[src/rtl/fp_add_arbiter.sv]
// fp_add_arbiter: shares one pipelined fp_add between NUM_REQ requesters.
// Round-robin issue, requester-ID tag pipe matched to the adder latency,
// and a credit-protected result FIFO feeding a registered response stream.
module fp_add_arbiter #(
    parameter int NUM_REQ      = 2,
    parameter int ADD_LATENCY  = 3,
    parameter int RESULT_DEPTH = 4
) (
    input  logic                       clk_i,
    input  logic                       rst_i,
    input  logic [NUM_REQ-1:0]         req_valid_i,
    output logic [NUM_REQ-1:0]         req_ready_o,
    input  logic [NUM_REQ*32-1:0]      req_a_i,
    input  logic [NUM_REQ*32-1:0]      req_b_i,
    output logic                       add_valid_o,
    output logic [31:0]                add_a_o,
    output logic [31:0]                add_b_o,
    input  logic                       add_valid_i,
    input  logic [31:0]                add_result_i,
    output logic                       res_valid_o,
    input  logic                       res_ready_i,
    output logic [$clog2(NUM_REQ)-1:0] res_id_o,
    output logic [31:0]                res_data_o,
    output logic                       err_o
);

    localparam int ID_W    = $clog2(NUM_REQ);
    localparam int CW      = $clog2(RESULT_DEPTH + 1);
    localparam int PW      = $clog2(RESULT_DEPTH);
    localparam int IGN_W   = $clog2(ADD_LATENCY + 1);
    localparam int ENTRY_W = ID_W + 32;

    // Operand unpacking
    logic [31:0] op_a [NUM_REQ];
    logic [31:0] op_b [NUM_REQ];

    // Arbitration state
    logic [ID_W-1:0] last_grant_q;
    logic [ID_W-1:0] grant_idx;
    logic [ID_W-1:0] cand;
    logic            grant_found;
    logic            issue;

    // Credits: in-flight adds plus results held in the FIFO
    logic [CW-1:0] credit_q;
    logic [CW-1:0] credit_d;

    // Tag pipe
    logic [ADD_LATENCY-1:0] tag_valid_q;
    logic [ID_W-1:0]        tag_id_q [ADD_LATENCY];
    logic                   tag_out_valid;
    logic [ID_W-1:0]        tag_out_id;

    // Post-reset window in which stale adder outputs are dropped
    logic [IGN_W-1:0] ignore_q;
    logic             ignore_active;

    // Result FIFO (count includes the entry currently on the response port)
    logic [ENTRY_W-1:0] fifo_mem [RESULT_DEPTH];
    logic [PW-1:0]      wr_ptr_q;
    logic [PW-1:0]      rd_ptr_q;
    logic [PW-1:0]      rd_ptr_d;
    logic [CW-1:0]      count_q;
    logic [CW-1:0]      count_d;
    logic [CW-1:0]      remain;
    logic               push;
    logic               pop;
    logic [ENTRY_W-1:0] push_entry;
    logic               head_valid_d;
    logic [ENTRY_W-1:0] head_entry_d;

    // Registered response port and error flag
    logic            res_valid_q;
    logic [ID_W-1:0] res_id_q;
    logic [31:0]     res_data_q;
    logic            err_q;

    for (genvar gi = 0; gi < NUM_REQ; gi++) begin : g_req
        assign op_a[gi]        = req_a_i[gi*32 +: 32];
        assign op_b[gi]        = req_b_i[gi*32 +: 32];
        assign req_ready_o[gi] = issue && (grant_idx == ID_W'(gi));
    end

    // Round-robin search: first valid requester after the last grantee
    always_comb begin
        grant_found = 1'b0;
        grant_idx   = '0;
        cand        = '0;
        for (int i = 0; i < NUM_REQ; i++) begin
            cand = ID_W'((int'(last_grant_q) + 1 + i) % NUM_REQ);
            if (!grant_found && req_valid_i[cand]) begin
                grant_found = 1'b1;
                grant_idx   = cand;
            end
        end
    end

    assign issue       = !rst_i && grant_found && (credit_q < CW'(RESULT_DEPTH));
    assign add_valid_o = issue;
    assign add_a_o     = issue ? op_a[grant_idx] : 32'd0;
    assign add_b_o     = issue ? op_b[grant_idx] : 32'd0;

    assign tag_out_valid = tag_valid_q[ADD_LATENCY-1];
    assign tag_out_id    = tag_id_q[ADD_LATENCY-1];
    assign ignore_active = (ignore_q != '0);

    assign push       = tag_out_valid && add_valid_i && !ignore_active;
    assign pop        = res_valid_q && res_ready_i;
    assign push_entry = {tag_out_id, add_result_i};

    assign credit_d = credit_q + CW'(issue) - CW'(pop);
    assign count_d  = count_q + CW'(push) - CW'(pop);
    assign rd_ptr_d = rd_ptr_q + PW'(pop);
    assign remain   = count_q - CW'(pop);

    // Next head of the FIFO; a push into an otherwise empty FIFO bypasses memory
    always_comb begin
        head_valid_d = 1'b0;
        head_entry_d = '0;
        if (remain != '0) begin
            head_valid_d = 1'b1;
            head_entry_d = fifo_mem[rd_ptr_d];
        end else if (push) begin
            head_valid_d = 1'b1;
            head_entry_d = push_entry;
        end
    end

    // Arbitration pointer, credits, ignore window and sticky error
    always_ff @(posedge clk_i) begin
        if (rst_i) begin
            last_grant_q <= ID_W'(NUM_REQ - 1);
            credit_q     <= '0;
            ignore_q     <= IGN_W'(ADD_LATENCY);
            err_q        <= 1'b0;
        end else begin
            if (issue) begin
                last_grant_q <= grant_idx;
            end
            credit_q <= credit_d;
            if (ignore_active) begin
                ignore_q <= ignore_q - IGN_W'(1);
            end
            if (!ignore_active && (add_valid_i != tag_out_valid)) begin
                err_q <= 1'b1;
            end
        end
    end

    // Tag pipe: requester ID travels alongside its add, bubbles on idle cycles
    always_ff @(posedge clk_i) begin
        if (rst_i) begin
            tag_valid_q <= '0;
            for (int s = 0; s < ADD_LATENCY; s++) begin
                tag_id_q[s] <= '0;
            end
        end else begin
            tag_valid_q[0] <= issue;
            tag_id_q[0]    <= grant_idx;
            for (int s = 1; s < ADD_LATENCY; s++) begin
                tag_valid_q[s] <= tag_valid_q[s-1];
                tag_id_q[s]    <= tag_id_q[s-1];
            end
        end
    end

    // FIFO storage write (no reset; validity is tracked by the pointers)
    always_ff @(posedge clk_i) begin
        if (push) begin
            fifo_mem[wr_ptr_q] <= push_entry;
        end
    end

    // FIFO pointers and registered response head
    always_ff @(posedge clk_i) begin
        if (rst_i) begin
            wr_ptr_q    <= '0;
            rd_ptr_q    <= '0;
            count_q     <= '0;
            res_valid_q <= 1'b0;
            res_id_q    <= '0;
            res_data_q  <= '0;
        end else begin
            wr_ptr_q    <= wr_ptr_q + PW'(push);
            rd_ptr_q    <= rd_ptr_d;
            count_q     <= count_d;
            res_valid_q <= head_valid_d;
            res_id_q    <= head_entry_d[ENTRY_W-1:32];
            res_data_q  <= head_entry_d[31:0];
        end
    end

    assign res_valid_o = res_valid_q;
    assign res_id_o    = res_id_q;
    assign res_data_o  = res_data_q;
    assign err_o       = err_q;

endmodule

[config.mk]
export PLATFORM = sky130hd
export DESIGN_NAME = fp_add_arbiter
export DESIGN_NICKNAME = d
export VERILOG_FILES = /design/src/rtl/fp_add_arbiter.sv
export SDC_FILE = /design/constraint.sdc
export NUM_CORES = 1
export LEC_CHECK = 0
export CORE_MARGIN = 3
export CORE_UTILIZATION = 25
export DETAILED_ROUTE_END_ITERATION = 10
export HOLD_SLACK_MARGIN = 0.1
export PLACE_DENSITY = 0.49
export SLEW_MARGIN = 20
export SYNTH_ARGS = -nofsm -noshare
export SYNTH_HDL_FRONTEND = slang
export SYNTH_SLANG_ARGS = --single-unit
[constraint.sdc]
create_clock -name clk_i -period 4.3 [get_ports clk_i]
set_input_delay 1.29 -clock clk_i [delete_from_list [all_inputs] [get_ports clk_i]]
set_output_delay 1.29 -clock clk_i [all_outputs]
set_load 0.05 [all_outputs]
==> results of run 1 <==
-- cell usage in the layout (no fill, tap or decap), types with 2 or more instances in the layout --
cell,instances
clkdlybuf4s50_1,200
edfxtp_1,132
a22o_1,92
buf_12,74
dfxtp_1,54
mux4_2,30
clkbuf_16,18
inv_1,13
buf_4,13
nor2b_1,12
ha_1,8
nor2_1,6
xnor2_1,6
diode_2,4
a22o_2,4
inv_6,4
mux4_1,3
clkinv_2,3
nand2b_1,2
and3_2,2
nor3b_4,2
fa_1,2
bufinv_16,2
-- layout make-up --
type                    instances  share of cell area, %
flip-flops and latches        186                  42.34
repair buffers                288                  30.27
multi-input cells             186                  17.99
well taps                     384                  4.033
clock buffers                  18                  3.686
clock inverters                13                  1.187
inverters                      13                 0.4096
diodes                          4                0.08402
-- layer usage --
metal  part of all wire, %  vias up  GRT usage [%]
met4                   2.4        0          5.432
met1                    37     2405          15.83
met2                    52      224          24.59
li1                      -     2235              -
met3                   9.3       26          6.418
met5                     0        -              0
-- worst max-delay path, stage by stage --
cell	delay (ns)
clkdlybuf4s50_1	0.49
a21bo_2	0.26
nor3_4	0.17
buf_4	0.16
buf_12	0.16
a22o_1	0.25
buf_12	0.16
-- where the power goes --
part / leakage [nW] / internal, W / switching, W / total, W
clock: 0.287 / 0.000876 / 0.000657 / 0.00153
combinational: 2.29 / 0.00104 / 0.00119 / 0.00224
sequential: 1.63 / 0.00206 / 0.0000582 / 0.00211
-- flip-flops by register name, summed over array words and instances, names as in the netlist --
register,cells
fifo_mem,132
res_data_o,32
count_q,3
credit_q,3
tag_id_q,3
tag_valid_q,3
ignore_q,2
rd_ptr_q,2
wr_ptr_q,2
err_o,1
last_grant_q,1
res_id_o,1
res_valid_o,1
-- timing repair --
| action | CTS | global route |
|---|---|---|
| resized for setup | 2 | 3 |
| gates cloned | 0 | 1 |
| setup buffers | 0 | 2 |
| endpoints found under the setup margin | 2 | 8 |
-- kinds of logic (layout without fill, tap and decap cells) --
logic type | count (synthesis) | count (layout) | share of synthesized area (%)
flip-flops | 186 | 186 | 68.32
AND/OR/NAND/NOR | 30 | 30 | 2.491
buffers and inverters | 43 | 332 | 3.677
AO/OA/AOI/OAI | 103 | 103 | 12.05
adder cells (fa/ha/maj) | 11 | 11 | 2.067
other | 0 | 4 | 0
XOR/XNOR | 8 | 8 | 1.051
multiplexers | 34 | 34 | 10.35
-- worst paths after layout --
kind / from / to / depth (start not counted)
max reg2reg: res_valid_o / res_data_o[0] / 5
min: tag_id_q[0][1] / tag_id_q[0][2] / 1
max: req_valid_i[1] / add_a_o[10] / 7
min reg2reg: tag_id_q[0][1] / tag_id_q[0][2] / 1
-- metrics by stage --
| step | worst slack (ns) | power [W] | utilization [%] | TNS [ns] |
|---|---|---|---|---|
| after global routing | -0.02228 | 0.006148 | 41.17 | -0.07883 |
| after detailed placement | -0.007415 | 0.004416 | 38.95 | -0.007415 |
| after floorplan | 0.01126 | 0.003472 | - | 0 |
| after CTS | 0.003508 | 0.005965 | 40.96 | 0 |
| after global placement | 0.03765 | 0.004399 | 38.95 | 0 |
| final | 0.04886 | 0.005885 | 41.17 | 0 |
==> results.py, run 1 <==
metrics = {
    "floorplan": {
        "die_h_um": 177.9,
        "rows": 62,
        "io_pins": 268,
        "die_area_um2": 31640,
        "dieWidth_um": 177.9,
        "core_area_um2": 28940,
        "start_util_pct": 25.52,
    },
    "job": {
        "max_cap_violations": 0,
    },
    "synth": {
        "ys_top_cells_by_area": "edfxtp_1, dfxtp_1, a22o_1, mux4_2, buf_6",
        "synth_cells": 415,
        "netlist.area_leader.share_pct": 53.68,
        "yosysUniqueCellTypes": 32,
        "avgSynthCellArea_um2": 17.79,
        "synth_area_um2": 7385,
        "syn-num-nets": 592,
        "yosys_warnings": 0,
        "synth_top_cell_by_area": "edfxtp_1",
        "synthTopCellsByCount": "edfxtp_1, a22o_1, dfxtp_1",
        "yosys.cell_count.top_type": "edfxtp_1",
        "yosysSeqAreaShare_pct": 68.32,
        "synth_flop_cell": "edfxtp_1",
        "async_reset_ff_share_pct": 0,
        "synth-seq-cells": 186,
        "synth-edff-count": 132,
    },
    "global_routing": {
        "overflow": 0,
        "grt_pass1_wl_mm": 33.24,
        "grt_pass1_vias": 5309,
        "grt_max_degree": 49,
        "antenna_found_initial": 6,
        "grt_use_total_pct": 14.44,
    },
    "worst_setup_path": {
        "startpoint_type": "primary input",
        "crit_required_ns": 3.01,
        "cp_max_fo": 24,
        "critPathKind": "in -> out",
        "worst-r2r-setup-slack_ns": 1.97,
        "cp-end-kind": "primary output",
        "cp.arrival_ns": 2.96,
    },
    "cts": {
        "clock_sinks": 186,
        "clkSlewWorstSetupHoldPaths_ns": 0.07,
        "h-tree-depth": 4,
        "worstSkewPairLatency_ns": 0.42,
        "cts_root_buf": "clkbuf_16",
        "hold_buffers": 0,
        "numCtsBuffers": 17,
        "cts_buffer_depth": 2,
        "cts_tree": "done",
    },
    "routing": {
        "drt-initial-drc-count": 247,
        "via_count": 4890,
        "first_pass_iters": 4,
        "routedWlPerCell_um": 21.19,
        "post-route-drc-count": 0,
        "wl_mm": 23.14,
        "ant_nets": 0,
        "vias_per_cell": 4.478,
    },
    "final_layout": {
        "final_layout_size_suffix_gt1_share_pct": 23.58,
        "multiInputGateArea_um2": 2143,
        "areaGrowthSynthToFinish_pct": 61.33,
        "stdcell_area_um2": 11910,
        "ff_latch_area_um2": 5045,
        "final_net_count": 869,
        "fillers": 2619,
        "layout.cells.non_filler": 1092,
    },
    "timing": {
        "fin_crit_ns": 4.251,
        "rsz0062_at_grt": "yes",
        "relSlewSlack_pct": 63.79,
        "hold_slack_ns": 0.4414,
        "drv_slew": 0,
        "fin_crit_sh_pct": 98.86,
        "clock_skew_ns": 0.008582,
        "max_freq_ghz": 0.2352,
        "report.final.setup_viol": 0,
        "hold_viol_final": 0,
        "worst_pin_slew_ns": 0.5431,
    },
    "pwr": {
        "p_per_area_nw_per_um2": 493.9,
        "p_leak_nw": 4.209,
        "ir_drop_uv": 244.2,
    },
    "min_path": {
        "hold_path_class": "reg -> reg",
    },
    "placement": {
        "gp_congestion": 0.8327,
        "dp_hpwl_mm": 17.06,
        "place_area_um2": 11270,
        "port_buffers": 267,
        "dp.cells": 1054,
    },
    "run_status": {
        "status": "complete, no violations",
    },
}
Note: power is estimated with default switching activity, not from simulation.
==> run 2: changes to the inputs <==
==> constraint.sdc (replaced) <==
create_clock -name clk_i -period 3.8 [get_ports clk_i]
set_input_delay 1.14 -clock clk_i [delete_from_list [all_inputs] [get_ports clk_i]]
set_output_delay 1.14 -clock clk_i [all_outputs]
set_load 0.05 [all_outputs]
==> results.py, run 2 (synthesis gave the netlist of run 1 again) <==
metrics = {
    "global_routing": {
        "overflow": 0,
        "gr-usage-met2_pct": 27.09,
        "met3_usage_pct": 5.884,
        "grt_use_total_pct": 15.32,
        "grt.met1_usage_pct": 17.42,
        "grt_pass1_wl_mm": 35.26,
        "antenna_found_initial": 6,
        "top_usage_layer": "met2",
        "grt_pass1_vias": 5595,
        "grt_max_degree": 32,
    },
    "cts": {
        "worstSkewPairLatency_ns": 0.42,
        "cts_root_buf": "clkbuf_16",
        "clkSlewWorstSetupHoldPaths_ns": 0.07,
        "numCtsBuffers": 17,
        "clock_sinks": 186,
        "cts_tree": "done",
        "cts_buffer_depth": 2,
        "h-tree-depth": 4,
    },
    "pwr": {
        "ir_drop_uv": 273.7,
        "p_leak_nw": 4.423,
        "power_w": 0.006792,
        "p_per_area_nw_per_um2": 551.5,
    },
    "run_status": {
        "status": "complete, no violations",
    },
    "routing": {
        "wl_mm": 24.15,
        "post-route-drc-count": 0,
        "via_count": 5062,
        "vias_per_cell": 4.581,
        "first_pass_iters": 5,
        "routedWlPerCell_um": 21.85,
        "drt-initial-drc-count": 286,
        "ant_nets": 0,
    },
    "placement": {
        "port_buffers": 267,
        "gp_congestion": 0.9405,
        "dp_hpwl_mm": 17.54,
        "dp.cells": 1059,
    },
    "worst_setup_path": {
        "cp_max_fo": 8,
        "startpoint_type": "primary input",
        "reg2reg_depth": 10,
        "reg2reg_to": "count_q[2]",
        "critPathKind": "in -> out",
        "cp-end-kind": "primary output",
        "cp_cell_sequence": "dlygate4sd2_1, a21bo_4, nor3_4, buf_6, buf_6, buf_16, buf_12, a22o_4, buf_12",
        "r2r-start": "ignore_q[0]",
        "cp_slowest_stage_delay_ns": 0.26,
        "cp.arrival_ns": 2.58,
        "cp_slowest_cell": "dlygate4sd2_1",
        "worst-r2r-setup-slack_ns": 1.54,
        "crit_required_ns": 2.66,
    },
    "final_layout": {
        "final_layout_size_suffix_gt1_share_pct": 27.20,
        "regMostFlops": "fifo_mem",
        "layout_common_cells": "clkdlybuf4s50_1, edfxtp_1, a22o_1, buf_12, dfxtp_1",
        "layout_commonest_cell": "clkdlybuf4s50_1",
        "largest_reg_flops": 132,
        "fillers": 2591,
        "layout.cells.non_filler": 1105,
        "multiInputGateArea_um2": 2326,
        "ff_latch_area_um2": 5045,
        "final_net_count": 881,
        "areaGrowthSynthToFinish_pct": 66.79,
    },
    "floorplan": {
        "io_pins": 268,
        "start_util_pct": 25.52,
        "core_area_um2": 28940,
        "die_h_um": 177.9,
        "die_area_um2": 31640,
        "rows": 62,
        "dieWidth_um": 177.9,
    },
    "timing": {
        "drv_slew": 0,
        "fin_crit_ns": 3.718,
        "worst_pin_slew_ns": 0.5410,
        "rsz0062_at_grt": "no",
        "hold_slack_ns": 0.4406,
        "max_freq_ghz": 0.2689,
        "fin_crit_sh_pct": 97.85,
        "report.final.setup_viol": 0,
        "hold_viol_final": 0,
        "relSlewSlack_pct": 63.82,
        "clock_skew_ns": 0.007205,
    },
    "min_path": {
        "hold_start": "tag_valid_q[1]",
        "whs_endpoint": "tag_valid_q[2]",
        "hold_path_class": "reg -> reg",
        "min_path_cells": 1,
    },
    "job": {
        "max_cap_violations": 0,
    },
}
## run 2: metrics by stage
stage | worst slack [ns] | instance area, µm² | setup TNS, ns | util (%)
3_5_place_dp | -0.09143 | 11330 | -3.529 | 39.14
2_1_floorplan | 0.06539 | 7400 | 0 | -
3_3_place_gp | -0.07038 | 11330 | -3.043 | 39.14
5_1_grt | 0.006977 | 12310 | 0 | 42.55
6_report | 0.08179 | 12320 | 0 | 42.57
4_1_cts | 0.009877 | 12310 | 0 | 42.53
## run 2: worst max-delay path by stage
stage / start / endpoint / slack (ns) / cells after the start
after detailed placement: req_valid_i[1] / add_a_o[24] / -0.09 / 6
after global placement: req_valid_i[1] / add_b_o[9] / -0.07 / 6
after global routing: req_valid_i[1] / add_b_o[24] / 0.007 / 9
after CTS: req_valid_i[0] / add_a_o[5] / 0.01 / 9
after floorplan: rst_i / add_b_o[22] / 0.07 / 4
final: req_valid_i[0] / add_b_o[24] / 0.08 / 9
## run 2: worst max-delay path, delay by kind of cell
| kind | cells | cell delay, ns |
|---|---|---|
| AND/OR/NAND/NOR | 1 | 0.16 |
| buffers and inverters | 6 | 0.91 |
| AO/OA/AOI/OAI | 2 | 0.36 |
## run 2: area by class of cell
class	instances	area share, %
Sequential cell	186	40.96
Timing Repair Buffer	300	30.85
Multi-Input combinational cell	186	18.88
Tap cell	384	3.901
Clock buffer	18	3.657
Clock inverter	14	1.270
Inverter	13	0.3962
Antenna cell	4	0.08127
## run 2: report_power, final
part	switching, W	internal, W
logic	0.00138	0.00122
registers	0.0000651	0.00233
clock network	0.000775	0.00103
total	0.00222	0.00458
## run 2: per-layer routing
metal | vias to the layer above | wire (µm)
li1 | 2263 | -
met1 | 2547 | 9121
met2 | 221 | 12630
met3 | 29 | 1961
met4 | 2 | 418
met5 | - | 14
## run 2: repair_timing
action	CTS	global route
hold buffers	0	0
setup endpoints to repair	64	21
hold endpoints to repair	0	0
setup buffers	6	0
pin swaps	5	1
gates resized for setup	35	0
gates cloned	4	0
